[src/rtl/gf256_inv_pipe.sv]
// Multi-lane pipelined GF(2^8) inverter in the GF((2^4)^2) composite basis, with a valid/ready handshake.
// Define GF256_INV_ZERO_FLAG_EN to add the per-lane out_zero flag that travels with the data.

module gf256_inv_lane #(
    parameter int PIPE_STAGES = 2
) (
    input  logic                   clk,
    input  logic                   rst_n,
    input  logic [PIPE_STAGES-1:0] i_en,
    input  logic [7:0]             i_byte,
    output logic [7:0]             o_byte
`ifdef GF256_INV_ZERO_FLAG_EN
    ,
    output logic                   o_zero
`endif
);

    // GF(2^4) multiply, reduction polynomial x^4+x+1
    function automatic logic [3:0] gf4_mul(input logic [3:0] a, input logic [3:0] b);
        logic [3:0] p;
        logic [3:0] x;
        p = '0;
        x = a;
        for (int i = 0; i < 4; i++) begin
            if (b[i]) p = p ^ x;
            x = {x[2:0], 1'b0} ^ (x[3] ? 4'h3 : 4'h0);
        end
        return p;
    endfunction

    function automatic logic [3:0] gf4_inv(input logic [3:0] a);
        logic [3:0] r;
        case (a)
            4'h1: r = 4'h1;  4'h2: r = 4'h9;  4'h3: r = 4'hE;  4'h4: r = 4'hD;
            4'h5: r = 4'hB;  4'h6: r = 4'h7;  4'h7: r = 4'h6;  4'h8: r = 4'hF;
            4'h9: r = 4'h2;  4'hA: r = 4'hC;  4'hB: r = 4'h5;  4'hC: r = 4'hA;
            4'hD: r = 4'h4;  4'hE: r = 4'h3;  4'hF: r = 4'h8;
            default: r = 4'h0;
        endcase
        return r;
    endfunction

    // Partials are packed {sh, t, d} before the inverse and {sh, t, e} after it
    function automatic logic [11:0] f_d(input logic [7:0] b);
        logic [3:0] sh;
        logic [3:0] t;
        sh = b[7:4];
        t  = b[7:4] ^ b[3:0];
        return {sh, t, gf4_mul(4'hC, gf4_mul(sh, sh)) ^ gf4_mul(b[3:0], t)};
    endfunction

    function automatic logic [11:0] f_e(input logic [11:0] p);
        return {p[11:4], gf4_inv(p[3:0])};
    endfunction

    function automatic logic [7:0] f_out(input logic [11:0] p);
        return {gf4_mul(p[3:0], p[11:8]), gf4_mul(p[3:0], p[7:4])};
    endfunction

    logic [11:0] w_p1;
    logic [7:0]  r_out;

    assign w_p1   = f_d(i_byte);
    assign o_byte = r_out;

    generate
        if (PIPE_STAGES == 1) begin : g_p1
            always_ff @(posedge clk or negedge rst_n) begin
                if (!rst_n)       r_out <= '0;
                else if (i_en[0]) r_out <= f_out(f_e(w_p1));
            end
        end else if (PIPE_STAGES == 2) begin : g_p2
            logic [11:0] r_s0;
            always_ff @(posedge clk or negedge rst_n) begin
                if (!rst_n) begin
                    r_s0  <= '0;
                    r_out <= '0;
                end else begin
                    if (i_en[0]) r_s0  <= w_p1;
                    if (i_en[1]) r_out <= f_out(f_e(r_s0));
                end
            end
        end else begin : g_p3
            logic [11:0] r_s0;
            logic [11:0] r_s1;
            always_ff @(posedge clk or negedge rst_n) begin
                if (!rst_n) begin
                    r_s0  <= '0;
                    r_s1  <= '0;
                    r_out <= '0;
                end else begin
                    if (i_en[0]) r_s0  <= w_p1;
                    if (i_en[1]) r_s1  <= f_e(r_s0);
                    if (i_en[2]) r_out <= f_out(r_s1);
                end
            end
        end
    endgenerate

`ifdef GF256_INV_ZERO_FLAG_EN
    logic [PIPE_STAGES-1:0] r_z;

    always_ff @(posedge clk or negedge rst_n) begin
        if (!rst_n) begin
            r_z <= '0;
        end else begin
            if (i_en[0]) r_z[0] <= (i_byte == 8'h00);
            for (int k = 1; k < PIPE_STAGES; k++)
                if (i_en[k]) r_z[k] <= r_z[k-1];
        end
    end

    assign o_zero = r_z[PIPE_STAGES-1];
`endif

endmodule

module gf256_inv_pipe #(
    parameter int LANES       = 4,
    parameter int PIPE_STAGES = 2,
    parameter int TAG_W       = 4
) (
    input  logic                 clk,
    input  logic                 rst_n,
    input  logic                 flush,
    input  logic                 in_valid,
    output logic                 in_ready,
    input  logic [8*LANES-1:0]   in_data,
    input  logic [TAG_W-1:0]     in_tag,
    output logic                 out_valid,
    input  logic                 out_ready,
    output logic [8*LANES-1:0]   out_data,
    output logic [TAG_W-1:0]     out_tag
`ifdef GF256_INV_ZERO_FLAG_EN
    ,
    output logic [LANES-1:0]     out_zero
`endif
);

    logic [PIPE_STAGES-1:0]            r_vld_pipe;
    logic [PIPE_STAGES-1:0][TAG_W-1:0] r_tag;
    logic [PIPE_STAGES-1:0]            w_ld;
    logic [PIPE_STAGES-1:0]            w_en;

    // A stage can load if it is empty or the stage after it can load too;
    // this lets a bubble anywhere be filled while the output is stalled.
    always_comb begin : p_ld
        logic w_dn;
        w_ld = '0;
        w_dn = out_ready;
        for (int k = PIPE_STAGES - 1; k >= 0; k--) begin
            w_ld[k] = !r_vld_pipe[k] || w_dn;
            w_dn    = w_ld[k];
        end
    end

    assign in_ready = w_ld[0] && !flush;

    always_comb begin
        w_en    = '0;
        w_en[0] = in_valid && in_ready;
        for (int k = 1; k < PIPE_STAGES; k++)
            w_en[k] = w_ld[k] && r_vld_pipe[k-1];
    end

    always_ff @(posedge clk or negedge rst_n) begin
        if (!rst_n) begin
            r_vld_pipe <= '0;
            r_tag      <= '0;
        end else begin
            for (int k = 0; k < PIPE_STAGES; k++) begin
                if (flush)        r_vld_pipe[k] <= 1'b0;
                else if (w_ld[k]) r_vld_pipe[k] <= w_en[k];
            end
            if (w_en[0]) r_tag[0] <= in_tag;
            for (int k = 1; k < PIPE_STAGES; k++)
                if (w_en[k]) r_tag[k] <= r_tag[k-1];
        end
    end

    assign out_valid = r_vld_pipe[PIPE_STAGES-1];
    assign out_tag   = r_tag[PIPE_STAGES-1];

    for (genvar i = 0; i < LANES; i++) begin : g_lane
        gf256_inv_lane #(
            .PIPE_STAGES (PIPE_STAGES)
        ) u_lane (
            .clk    (clk),
            .rst_n  (rst_n),
            .i_en   (w_en),
            .i_byte (in_data[8*i +: 8]),
            .o_byte (out_data[8*i +: 8])
`ifdef GF256_INV_ZERO_FLAG_EN
            ,
            .o_zero (out_zero[i])
`endif
        );
    end

endmodule

[config.mk]
export PLATFORM = sky130hd
export DESIGN_NAME = gf256_inv_pipe
export DESIGN_NICKNAME = d
export VERILOG_FILES = /design/src/rtl/gf256_inv_pipe.sv
export SDC_FILE = /design/constraint.sdc
export NUM_CORES = 1
export LEC_CHECK = 0
export BUFFER_PORTS_ARGS = -buffer_cell sky130_fd_sc_hd__buf_2
export CAP_MARGIN = 20
export CORE_ASPECT_RATIO = 1.4
export CORE_MARGIN = 1
export CORE_UTILIZATION = 30
export CTS_BUF_LIST = sky130_fd_sc_hd__clkbuf_16
export CTS_CLUSTER_SIZE = 30
export DETAILED_ROUTE_END_ITERATION = 10
export SLEW_MARGIN = 10
export SYNTH_ARGS = -nofsm -noshare
export SYNTH_HDL_FRONTEND = slang
export SYNTH_SLANG_ARGS = --single-unit
[constraint.sdc]
create_clock -name clk -period 3.7 [get_ports clk]
set_input_delay 0.185 -clock clk [delete_from_list [all_inputs] [get_ports clk]]
set_output_delay 0.185 -clock clk [all_outputs]
set_load 0.02 [all_outputs]
* Yosys cells after proc, flatten, opt, wreduce, memory -nomap -nowiden *
Memories as Yosys holds them, arrays and structs flattened.
Cells that the tools add are included.

cells by class
  multiplexer cells = 148
  bitwise logic cells = 104
  reduce and logical (&&, ||, !) cells = 10

operators by type and width
  operator            count
  two-way mux 4 bit   104
  bitwise XOR 4 bit   92
  two-way mux 2 bit   36
  inverter 2 bit      8
  two-way mux 3 bit   4
  inverter 3 bit      4
  two-way mux 1 bit   4
  nonzero test 2 bit  2
  logical AND 1 bit   3
  zero test 1 bit     3
  logical OR 1 bit    2

storage, ports and cells
  register bits after elaboration = 90
  memory bits (read-only) = 256
  input port bits = 41
  logic and storage cells = 278
  memories kept = 4

memory list
  name             words  width  rd ports  clocked after Yosys merged registers in  wr ports  RTL line  RTL
  (no name shown)  16     4      1         0                                        0         33        case (a)
  (no name shown)  16     4      1         0                                        0         33
  (no name shown)  16     4      1         0                                        0         33
  (no name shown)  16     4      1         0                                        0         33

* Longest topological paths before layout *
Gate-level depths: netlist of run 1.

  word-level depth = 16
  gate-level depth with buffers = 10
  mapped depth without buffers = 9

* By module *
A second synthesis of run 1 with hierarchy kept.

unflattened totals
  cell total of the unflattened synthesis = 979
  area total of the unflattened synthesis = 8749.6 um^2

modules (own cells, without submodules)
  module                                  times used  cells each  area each (um^2)
  gf256_inv_lane at g_lane[2].u_lane ...  2           238         2104.5
  gf256_inv_lane at g_lane[1].u_lane      1           238         2048.2
  gf256_inv_lane at g_lane[0].u_lane      1           231         2040.7
  gf256_inv_pipe                          1           34          451.7

* Worst setup path before layout of run 1 *
Ideal clock, no wire load.

  path type = register to register
  from = register g_lane[3].u_lane.g_p2.r_s0[1]
  to = register g_lane[3].u_lane.r_out[7]
  arrival = 2.410 ns
  required time = 3.575 ns
  path slack = 1.165 ns
  cell stages (with the launch flop) = 10
  buffers on the path = 0
  clock period less this slack = 2.535 ns
  cell sequence = dfrtp_1 inv_1 ha_1 mux2_4 o22a_4 or3_4 and2_4 nand2_2 xnor3_1 mux2_2

on the way
  cells in the longest elaborated chain, start to end = 12
  elaborated cells between the ends (all ways) = 16
  those cells by class = 9 x mux; 6 x bitwise; 1 x memory

RTL lines
  item                          RTL line  RTL
  start: declaration            73        logic [11:0] r_s0;
  start signal: assignment      79        if (i_en[0]) r_s0 <= w_p1;
  memory read (16 x 4 bit) (*)  n/a
  two-way mux 4 bit (*)         80        if (i_en[1]) r_out <= f_out(f_e(r_s0));
  two-way mux 4 bit             25        if (b[i]) p = p ^ x;
  two-way mux 4 bit             80
  bitwise XOR 4 bit             25
  two-way mux 4 bit             25
  two-way mux 4 bit             80
  bitwise XOR 4 bit             25
  two-way mux 4 bit             25
  two-way mux 4 bit             80
  bitwise XOR 4 bit             25
  two-way mux 4 bit (*)         25
  end signal: assignment        80
  end: declaration              61        logic [7:0] r_out;

Every way passes the cells marked *; elsewhere a longest branch is shown, timed or not. The select of a mux whose other input is x is not followed.
A chain may end at the register's enable or synchronous reset.

* Final worst setup path of run 1 *
Ends and elaborated chain as after synthesis.

==> results, run 1 <==
- Summing the areas of all xor and xnor instances in the mapped netlist gives 17.37% of the synthesized area.
- For the worst setup path, the data required time is 3.93 ns.
- For this run the aggregate overflow at the end of global routing stands at 0.
- The category of the most critical setup path is reg -> reg.
- The most common cell in the synthesized netlist is sky130_fd_sc_hd__nand2_1.
- Dividing the detail-routed via count by the number of cells gives 4.835.
- The count of maximum capacitance violations is 0.
- Summed over all instances, the cell type with the most area after synthesis is sky130_fd_sc_hd__dfrtp_1.
- The count of mapped cells out of synthesis is 1,007.
- In this run the tool buffered the top-level ports with 78 buffer cells.
- Of the cells placed in the final design, the portion with a size suffix greater than 1 is 14.56%.
- After synthesis, the cell types taking the most area are sky130_fd_sc_hd__dfrtp_1, sky130_fd_sc_hd__xnor2_1, sky130_fd_sc_hd__nand2_1.
- The repair_antennas step left the layout with diodes totalling 0.
- The hold violation count in the final report is 0.
- The die boundary width is 142.6 um.
- The worst endpoint data arrival time is 2.91 ns.
- Summing over every cut layer, the via total after detailed routing is 6,778.
- The final layout contains routed wiring with a total length of 18,220 um.
- The multiplexer fraction of the synthesized cell area is 8.136%.
- The area growth from synthesis to layout is 11.12%.
- In this run, CTS created clock tree buffers numbering 9.
- The clock tree skew after final layout is 0.005640 ns.
- The die boundary height is 198.9 um.
- The total length of routed met2 wires is 8873 um.
- The share of async-settable or async-resettable flops after synthesis is 100.0%.
- The normalized max-slew margin is 60.92%.
- The power density relative to cell area is 676.2 nW/um2.
- The detailed-route wire length on metal 1 is 8290 um.
- The first-pass GRT wire length is 31,060 um.
- The number of design-rule violations left by the first detailed-router iteration is 291.
- The die footprint is 28,360 um2.
- The cell area after synthesis is 8304 um2.
- The detailed router used layers up to and including met4.
- The transition time at the pin with the least slew margin is 0.5862 ns.
- The clock edge transition at the registers on the reported setup and hold paths is 0.06 ns.
- Routability-driven placement finished with a final weighted congestion of 0.8452.
- The share of synthesized area in the top cell type comes to 27.12%.
- The number of global-route vias before repair is 6,271.
- The run finished with clean final reports.
- The minimum hold slack is 0.02197 ns.
- The commonest cells after synthesis are sky130_fd_sc_hd__nand2_1, sky130_fd_sc_hd__xnor2_1, sky130_fd_sc_hd__o21ai_0.
- The count of cell types in the netlist is 65.
- For this configuration, the core starts out at a cell density of 30.75%.
- In this run, post-CTS repair resized a total of 0 instances.
- The routed design could run at a clock period as short as 2.679 ns.
- The clock latency on the worst-skew pair is 0.34 ns.
- The total of endpoints with negative setup slack in the final report is 0.
- Setup repair after global routing left no endpoint under its margin.
- After synthesis, the largest family of logic cells by area is simple AND/OR/NAND/NOR gates.
- In the global route stage, overall resource usage came out at 13.55%.
- The final number of max-transition violations is 0.
- Summing the areas of all fa, ha and maj instances in the mapped netlist gives 6.268% of the synthesized area.
- The dominant synthesized flop cell is sky130_fd_sc_hd__dfrtp_1.
- The classification of the worst-slack hold path is in -> reg.
- The largest fanout on the critical path is 8.
- After detailed routing, the average wire length per cell comes to 13.00 um.
- Counting every sink on the clock net gives 90.
- The TritonCTS clock tree is built.
- Of the synthesized area, sequential elements account for 27.12%.
- After synthesis the netlist holds a flip-flop and latch count of 90.
- The region available for standard cell placement spans 27,010 um2.
- Entering global routing, the biggest net connects 77 pins.
- After detailed routing, the met3 layer carries 734 um of wire.
- The sum of net half-perimeters after detailed placement is 13,730 um.
- The floorplan has 71 rows.
- The synthesized net count is 1,088.
- For this run, the top clock speed supported by timing is 0.3733 GHz.
- The first TritonRoute pass finished after 6 iterations.
- The yosys synthesis warning count is 0.
- The initial antenna violation count was 0.
- The total DRC errors in the routed layout is 0.
- The part of the cycle the worst path needs is 72.40%.
- The H-tree was split into 3 levels.
- The number of buffers on the longest clock path is 2.
- Summed over all failing endpoints, the final setup total negative slack is 0 ns.
- In this run the clock root is driven by a sky130_fd_sc_hd__clkbuf_16.
- The simple-gate share of the synthesized area is 20.31%.
- The number of nets still failing antenna checks after routing is 0.
- The number of I/O pins is 79.
- The element type at the critical path start is a flip-flop.
- Yosys mapped a number of flops with a built-in enable equal to 0.
- The static leakage is 3.967 nW.
- The synthesized-area fraction occupied by ao, oa, aoi and oai cells is 15.81%.
- The synthesized area per cell is 8.246 um2.
- Across the VDD grid, the largest voltage drop is 0.0001998 V.
- The number of nets in the layout is 1,113.
- The worst setup path is captured at a flip-flop.
[critical path, stage by stage (launching register included)]
cell	delay (ns)
sky130_fd_sc_hd__dfrtp_1	0.46
sky130_fd_sc_hd__inv_1	0.17
sky130_fd_sc_hd__ha_1	0.33
sky130_fd_sc_hd__mux2_4	0.28
sky130_fd_sc_hd__o22a_4	0.22
sky130_fd_sc_hd__or3_4	0.41
sky130_fd_sc_hd__and2_4	0.18
sky130_fd_sc_hd__nand2_2	0.06
sky130_fd_sc_hd__xnor3_1	0.20
sky130_fd_sc_hd__mux2_2	0.26
[what timing repair did]
item / in CTS / in global routing
buffers inserted: 0 / 0
endpoints found under the hold margin: 0 / 24
hold buffers: 0 / 1
[routing by layer]
layer  track usage, %  vias to the layer above
met4            4.938                        0
met3            2.287                       21
li1                 -                     3481
met1            16.32                     3152
met5                0                        -
met2            23.95                      124
[report_power, final]
group / internal (mW) / leakage, nW / total [mW] / switching, mW
clock: 0.515 / 0.139 / 0.895 / 0.380
combinational: 1.68 / 2.72 / 3.73 / 2.05
sequential: 1.27 / 1.11 / 1.61 / 0.342
total: 3.47 / 3.97 / 6.24 / 2.77
[final cells by class]
type	count	area [um2]
Fill cell	2871	17780
Inverter	31	116.4
Timing Repair Buffer	84	473.0
Multi-Input combinational cell	816	5643
Sequential cell	90	2252
Tap cell	365	456.7
Clock inverter	7	61.31
Clock buffer	9	225.2
[flip-flops by register name, summed over array words and instances, names as in the netlist]
name / count
g_lane.u_lane.g_p2.r_s0: 48
g_lane.u_lane.o_byte: 32
out_tag: 4
r_tag: 4
r_vld_pipe: 2
[path summary, 6_finish.rpt]
kind | from | endpoint | slack, ns | cells past startpoint
max | g_lane[3].u_lane.g_p2.r_s0[1] | g_lane[3].u_lane.o_byte[7] | 1.02 | 9
min | flush | r_vld_pipe[0] | 0.02 | 2
max reg2reg | g_lane[3].u_lane.g_p2.r_s0[1] | g_lane[3].u_lane.o_byte[7] | 1.02 | 9
min reg2reg | g_lane[2].u_lane.o_byte[0] | g_lane[2].u_lane.o_byte[0] | 0.47 | 2
max in group asynchronous | rst_n | g_lane[1].u_lane.o_byte[3] | 2.57 | 4
min in group asynchronous | rst_n | g_lane[3].u_lane.o_byte[4] | 0.29 | 2
[kinds of logic (layout without fill, tap and decap cells)]
kind of cell	Yosys count	count (layout)
and+or+nand+nor	348	348
xor gates and xnor gates	160	160
adders and majority gates	42	42
DFF	90	90
muxes	57	57
AOI/OAI and AO/OA	209	209
buffers and inverters	101	131
[cells in the final DEF, fill, tap and decap left out, types with 3 or more instances in the layout]
cell	count
sky130_fd_sc_hd__ha_1	40
sky130_fd_sc_hd__clkinv_1	3
sky130_fd_sc_hd__mux2_2	30
sky130_fd_sc_hd__a21oi_1	21
sky130_fd_sc_hd__a211oi_1	3
sky130_fd_sc_hd__o21a_1	3
sky130_fd_sc_hd__and3b_1	6
sky130_fd_sc_hd__xnor2_1	116
sky130_fd_sc_hd__and2_1	5
sky130_fd_sc_hd__mux4_2	5
sky130_fd_sc_hd__dfrtp_1	90
sky130_fd_sc_hd__o211ai_1	8
sky130_fd_sc_hd__or2_2	4
sky130_fd_sc_hd__nand2b_1	19
sky130_fd_sc_hd__nand2_1	184
sky130_fd_sc_hd__nor3b_1	9
sky130_fd_sc_hd__clkbuf_16	9
sky130_fd_sc_hd__xnor3_1	3
sky130_fd_sc_hd__inv_1	31
sky130_fd_sc_hd__o21ai_0	110
sky130_fd_sc_hd__a221oi_1	20
sky130_fd_sc_hd__a22oi_1	11
sky130_fd_sc_hd__buf_4	4
sky130_fd_sc_hd__xor2_1	41
sky130_fd_sc_hd__nor2_1	43
sky130_fd_sc_hd__nor2b_1	22
sky130_fd_sc_hd__nand3_1	10
sky130_fd_sc_hd__nor3_1	10
sky130_fd_sc_hd__nand4b_1	5
sky130_fd_sc_hd__and4b_1	8
sky130_fd_sc_hd__o21bai_1	5
sky130_fd_sc_hd__buf_2	77
sky130_fd_sc_hd__o22ai_1	5
sky130_fd_sc_hd__nand3b_1	6
sky130_fd_sc_hd__a311oi_1	4
sky130_fd_sc_hd__mux2i_1	21
[through the flow]
stage	worst slack [ns]	util, %	instance area [um2]	std cells	total power [mW]
after floorplan	1.165	-	8304	1007	4.608
after global placement	1.056	32.97	8904	1384	5.329
after detailed placement	1.023	32.97	8904	1384	5.391
after CTS	1.015	34.03	9190	1400	6.316
after global routing	0.8773	34.17	9228	1402	6.832
final	1.021	34.17	9228	1402	6.240
(Power assumes the default switching activity.)
==> run 2: changes to the inputs <==
- clock period: 3.7 -> 2.5 ns (I/O delays scaled with it)
==> run 2 against run 1 <==
Compared with the run above:
- register-to-register slack worse by 0.91 ns
- core utilization increased by 0.93 points
- sequential share of layout area shrank 0.60 points
- hold slack better by 0.014 ns
- cell count grew 1.9%
- sequential power up 46%
- maximum frequency up 12%
- via count up 1.9%
- critical endpoint unchanged
==> results, run 2 (synthesis results as in run 1) <==
- The run finished with clean final reports.
- The number of cells traversed by the worst register-to-register path was 9 (unchanged).
- Leaving out fill and tap cells, the most frequent cells in the layout are sky130_fd_sc_hd__nand2_1, sky130_fd_sc_hd__xnor2_1, sky130_fd_sc_hd__o21ai_0.
- The transition time at the pin with the least slew margin was 0.6035 ns (+0.01731 ns).
- The terminating pin of the worst hold path is r_vld_pipe[0].
- The fmax is 0.4184 GHz (+12%).
- Clock tree synthesis selected as its root buffer the cell sky130_fd_sc_hd__clkbuf_16.
- The number of cell rows is 71 (unchanged).
- TritonCTS built the clock tree.
- The overall routing resource usage came to 13.80% (+0.25 points).
- The final number of max-transition violations is 0 (unchanged).
- The number of nets still failing antenna checks after routing is 0 (unchanged).
- The die footprint came to 28,360 um2 (unchanged).
- The post-synthesis to final-layout area growth is 14.13%.
- The count of maximum capacitance violations came to 0 (unchanged).
- The CTS buffer count was 9 (unchanged).
- The core footprint is 27,010 um2 (unchanged).
- The required time of the critical path is 2.73 ns (-1.20 ns).
- The setup slack of the most critical reg-to-reg path was 0.11 ns (-0.91 ns).
- The fraction of layout instances using a drive strength above 1 came to 17.50% (+2.9 points).
- The number of buffer cells added on primary ports is 78 (unchanged).
- The maximum number of pins on one net before global-route repair is 48 (-38%).
- The total wirelength of the detailed-routed design is 18,750 um (+2.9%).
- The normalized max-slew margin is 59.76% (-1.2 points).
- The number of I/O pins is 79 (unchanged).
- The category of the most critical setup path is reg -> reg.
- The number of H-tree levels is 3 (unchanged).
- The total DRC errors in the routed layout came to 0 (unchanged).
- The worst flop-to-flop path startpoint is g_lane[3].u_lane.g_p2.r_s0[0].
- The delay of the slowest critical-path stage is 0.40 ns (-0.06 ns).
- The worst hold path belongs to the class in -> reg.
- Among all stages on the critical path, the largest delay is contributed by sky130_fd_sc_hd__xnor3_1.
- The TritonCTS sink count is 90 (unchanged).
- The final critical path time including I/O delays and setup came to 2.390 ns (-0.2889 ns).
- The number of vias after detailed routing came to 6,905 (+1.9%).
- The sum of net half-perimeters after detailed placement is 14,120 um (+2.9%).
- The die boundary width is 142.6 um (unchanged).
- The part of the cycle the worst path needs was 95.59% (+23 points).
- The total global routing overflow came to 0 (unchanged).
- The clock edge transition at the registers on the reported setup and hold paths is 0.07 ns (about the same).
- In this design, the largest share of critical-path delay is due to simple AND/OR/NAND/NOR gates.
- The static leakage is 4.104 nW (+3.5%).
- The average routed wire per standard cell is 13.13 um (+1.0%).
- The antenna diode instance count is 0 (unchanged).
- The number of stages on the worst hold path is 3 (+1).
- The number of detailed-routing iterations run before antenna repair came to 4 (-2).
- The initial antenna violation count was 0 (unchanged).
- The worst path buffer plus inverter count is 1 (unchanged).
- The number of flip-flops under the largest register name is 48 (unchanged).
- The fill cell instance count of the final layout is 2,880 (+0.31%).
- The die boundary height is 198.9 um (unchanged).
- The first-pass GRT wire length is 31,640 um (+1.9%).
- The power density relative to cell area was 1021 nW/um2 (+51%).
- The largest fanout on the critical path is 5 (-3).
- The total of endpoints with negative setup slack in the final report was 0 (unchanged).
- The number of global-route vias before repair is 6,601 (+5.3%).
- The number of nets in the layout was 1,139 (+2.3%).
- The startpoint of the worst hold path is in_valid.
- g_lane.u_lane.g_p2.r_s0 holds more flip-flops than any other register.
- The worst setup path is captured at a flip-flop.
- The flip-flop and latch area is 2256 um2 (+0.17%).
- The clock tree skew after final layout is 0.008888 ns (+0.003249 ns).
- The hold violation count in the final report is 0 (unchanged).
- The final non-filler cell area is 9478 um2 (+2.7%).
- In this run the critical register-to-register path is captured at g_lane[3].u_lane.o_byte[7].
- The number of design-rule violations left by the first detailed-router iteration was 286 (-1.7%).
- The minimum hold slack is 0.03563 ns (+0.01366 ns).
- The element type at the critical path start is a flip-flop.
- The area taken by multi-input logic gates was 5678 um2 (+0.62%).
- The ratio of routed vias to standard cells is 4.835 (about the same).
- The placed instance area came to 9069 um2 (+1.9%).
- The initial standard-cell utilization of the core is 30.75% (unchanged).
- The number of buffers on the longest clock path is 2 (unchanged).
- The worst vdd rail ir drop is 0.0002964 V (+48%).
- The most common cell after layout, fill and taps aside is sky130_fd_sc_hd__nand2_1.
- The worst endpoint data arrival time came to 2.62 ns (-0.29 ns).
- The placer congestion estimate is 0.8590 (+1.6%).
- The clock latency on the worst-skew pair is 0.35 ns (about the same).
- The signal on the critical path passes through buf_4 > ha_1 > or2b_1 > o211a_1 > or2_4 > nand2_1 > xnor2_1 > xnor3_1 > mux2_2.
run 2: final cells by class:
type	count	area share, %
Clock inverter	7	0.8977
Timing Repair Buffer	110	6.970
Multi-Input combinational cell	816	59.91
Sequential cell	90	23.80
Clock buffer	9	2.376
Inverter	31	1.228
Tap cell	365	4.818
run 2: layer usage:
metal	track usage, %	wire, um
met5	0	0
met4	5.217	305
met3	2.287	725
met2	25.73	9611
met1	15.49	8107
run 2: power by group:
part           internal, mW  switching [mW]
logic                  2.72            3.16
registers              1.89           0.466
clock network         0.866           0.580
run 2: worst max-delay path by stage:
stage,cells past startpoint,slack [ns],endpoint,startpoint
global route,10,-0.006,g_lane[0].u_lane.o_byte[5],g_lane[0].u_lane.g_p2.r_s0[1]
global placement,9,0.10,g_lane[3].u_lane.o_byte[7],g_lane[3].u_lane.g_p2.r_s0[0]
CTS,9,0.04,g_lane[1].u_lane.o_byte[3],g_lane[1].u_lane.g_p2.r_s0[0]
finish,9,0.11,g_lane[3].u_lane.o_byte[7],g_lane[3].u_lane.g_p2.r_s0[0]
floorplan,9,0.004,g_lane[3].u_lane.o_byte[7],g_lane[3].u_lane.g_p2.r_s0[1]
detailed placement,10,0.05,g_lane[0].u_lane.o_byte[1],g_lane[0].u_lane.g_p2.r_s0[1]
run 2: what timing repair did:
item	in CTS	in global routing
buffers inserted	0	0
hold buffers	6	0
hold endpoints to repair	49	0
setup endpoints to repair	0	17
gates resized for setup	0	13
run 2: worst min-delay path, delay by kind of cell:
kind | cells | cell delay [ns]
buffers and inverters | 1 | 0.10
AND/OR/NAND/NOR | 1 | 0.08
AO/OA/AOI/OAI | 1 | 0.04
run 2: stage by stage:
| stage | cells | utilization, % | setup TNS [ns] | setup WS, ns | power, mW |
|---|---|---|---|---|---|
| after floorplan | 1007 | - | 0 | 0.004102 | 6.822 |
| after CTS | 1428 | 34.95 | 0 | 0.03670 | 9.719 |
| after global placement | 1406 | 33.58 | 0 | 0.1033 | 8.114 |
| final | 1428 | 35.10 | 0 | 0.1101 | 9.680 |
| after detailed placement | 1406 | 33.58 | 0 | 0.04614 | 8.221 |
| after global routing | 1428 | 35.10 | -0.005794 | -0.005794 | 10.57 |
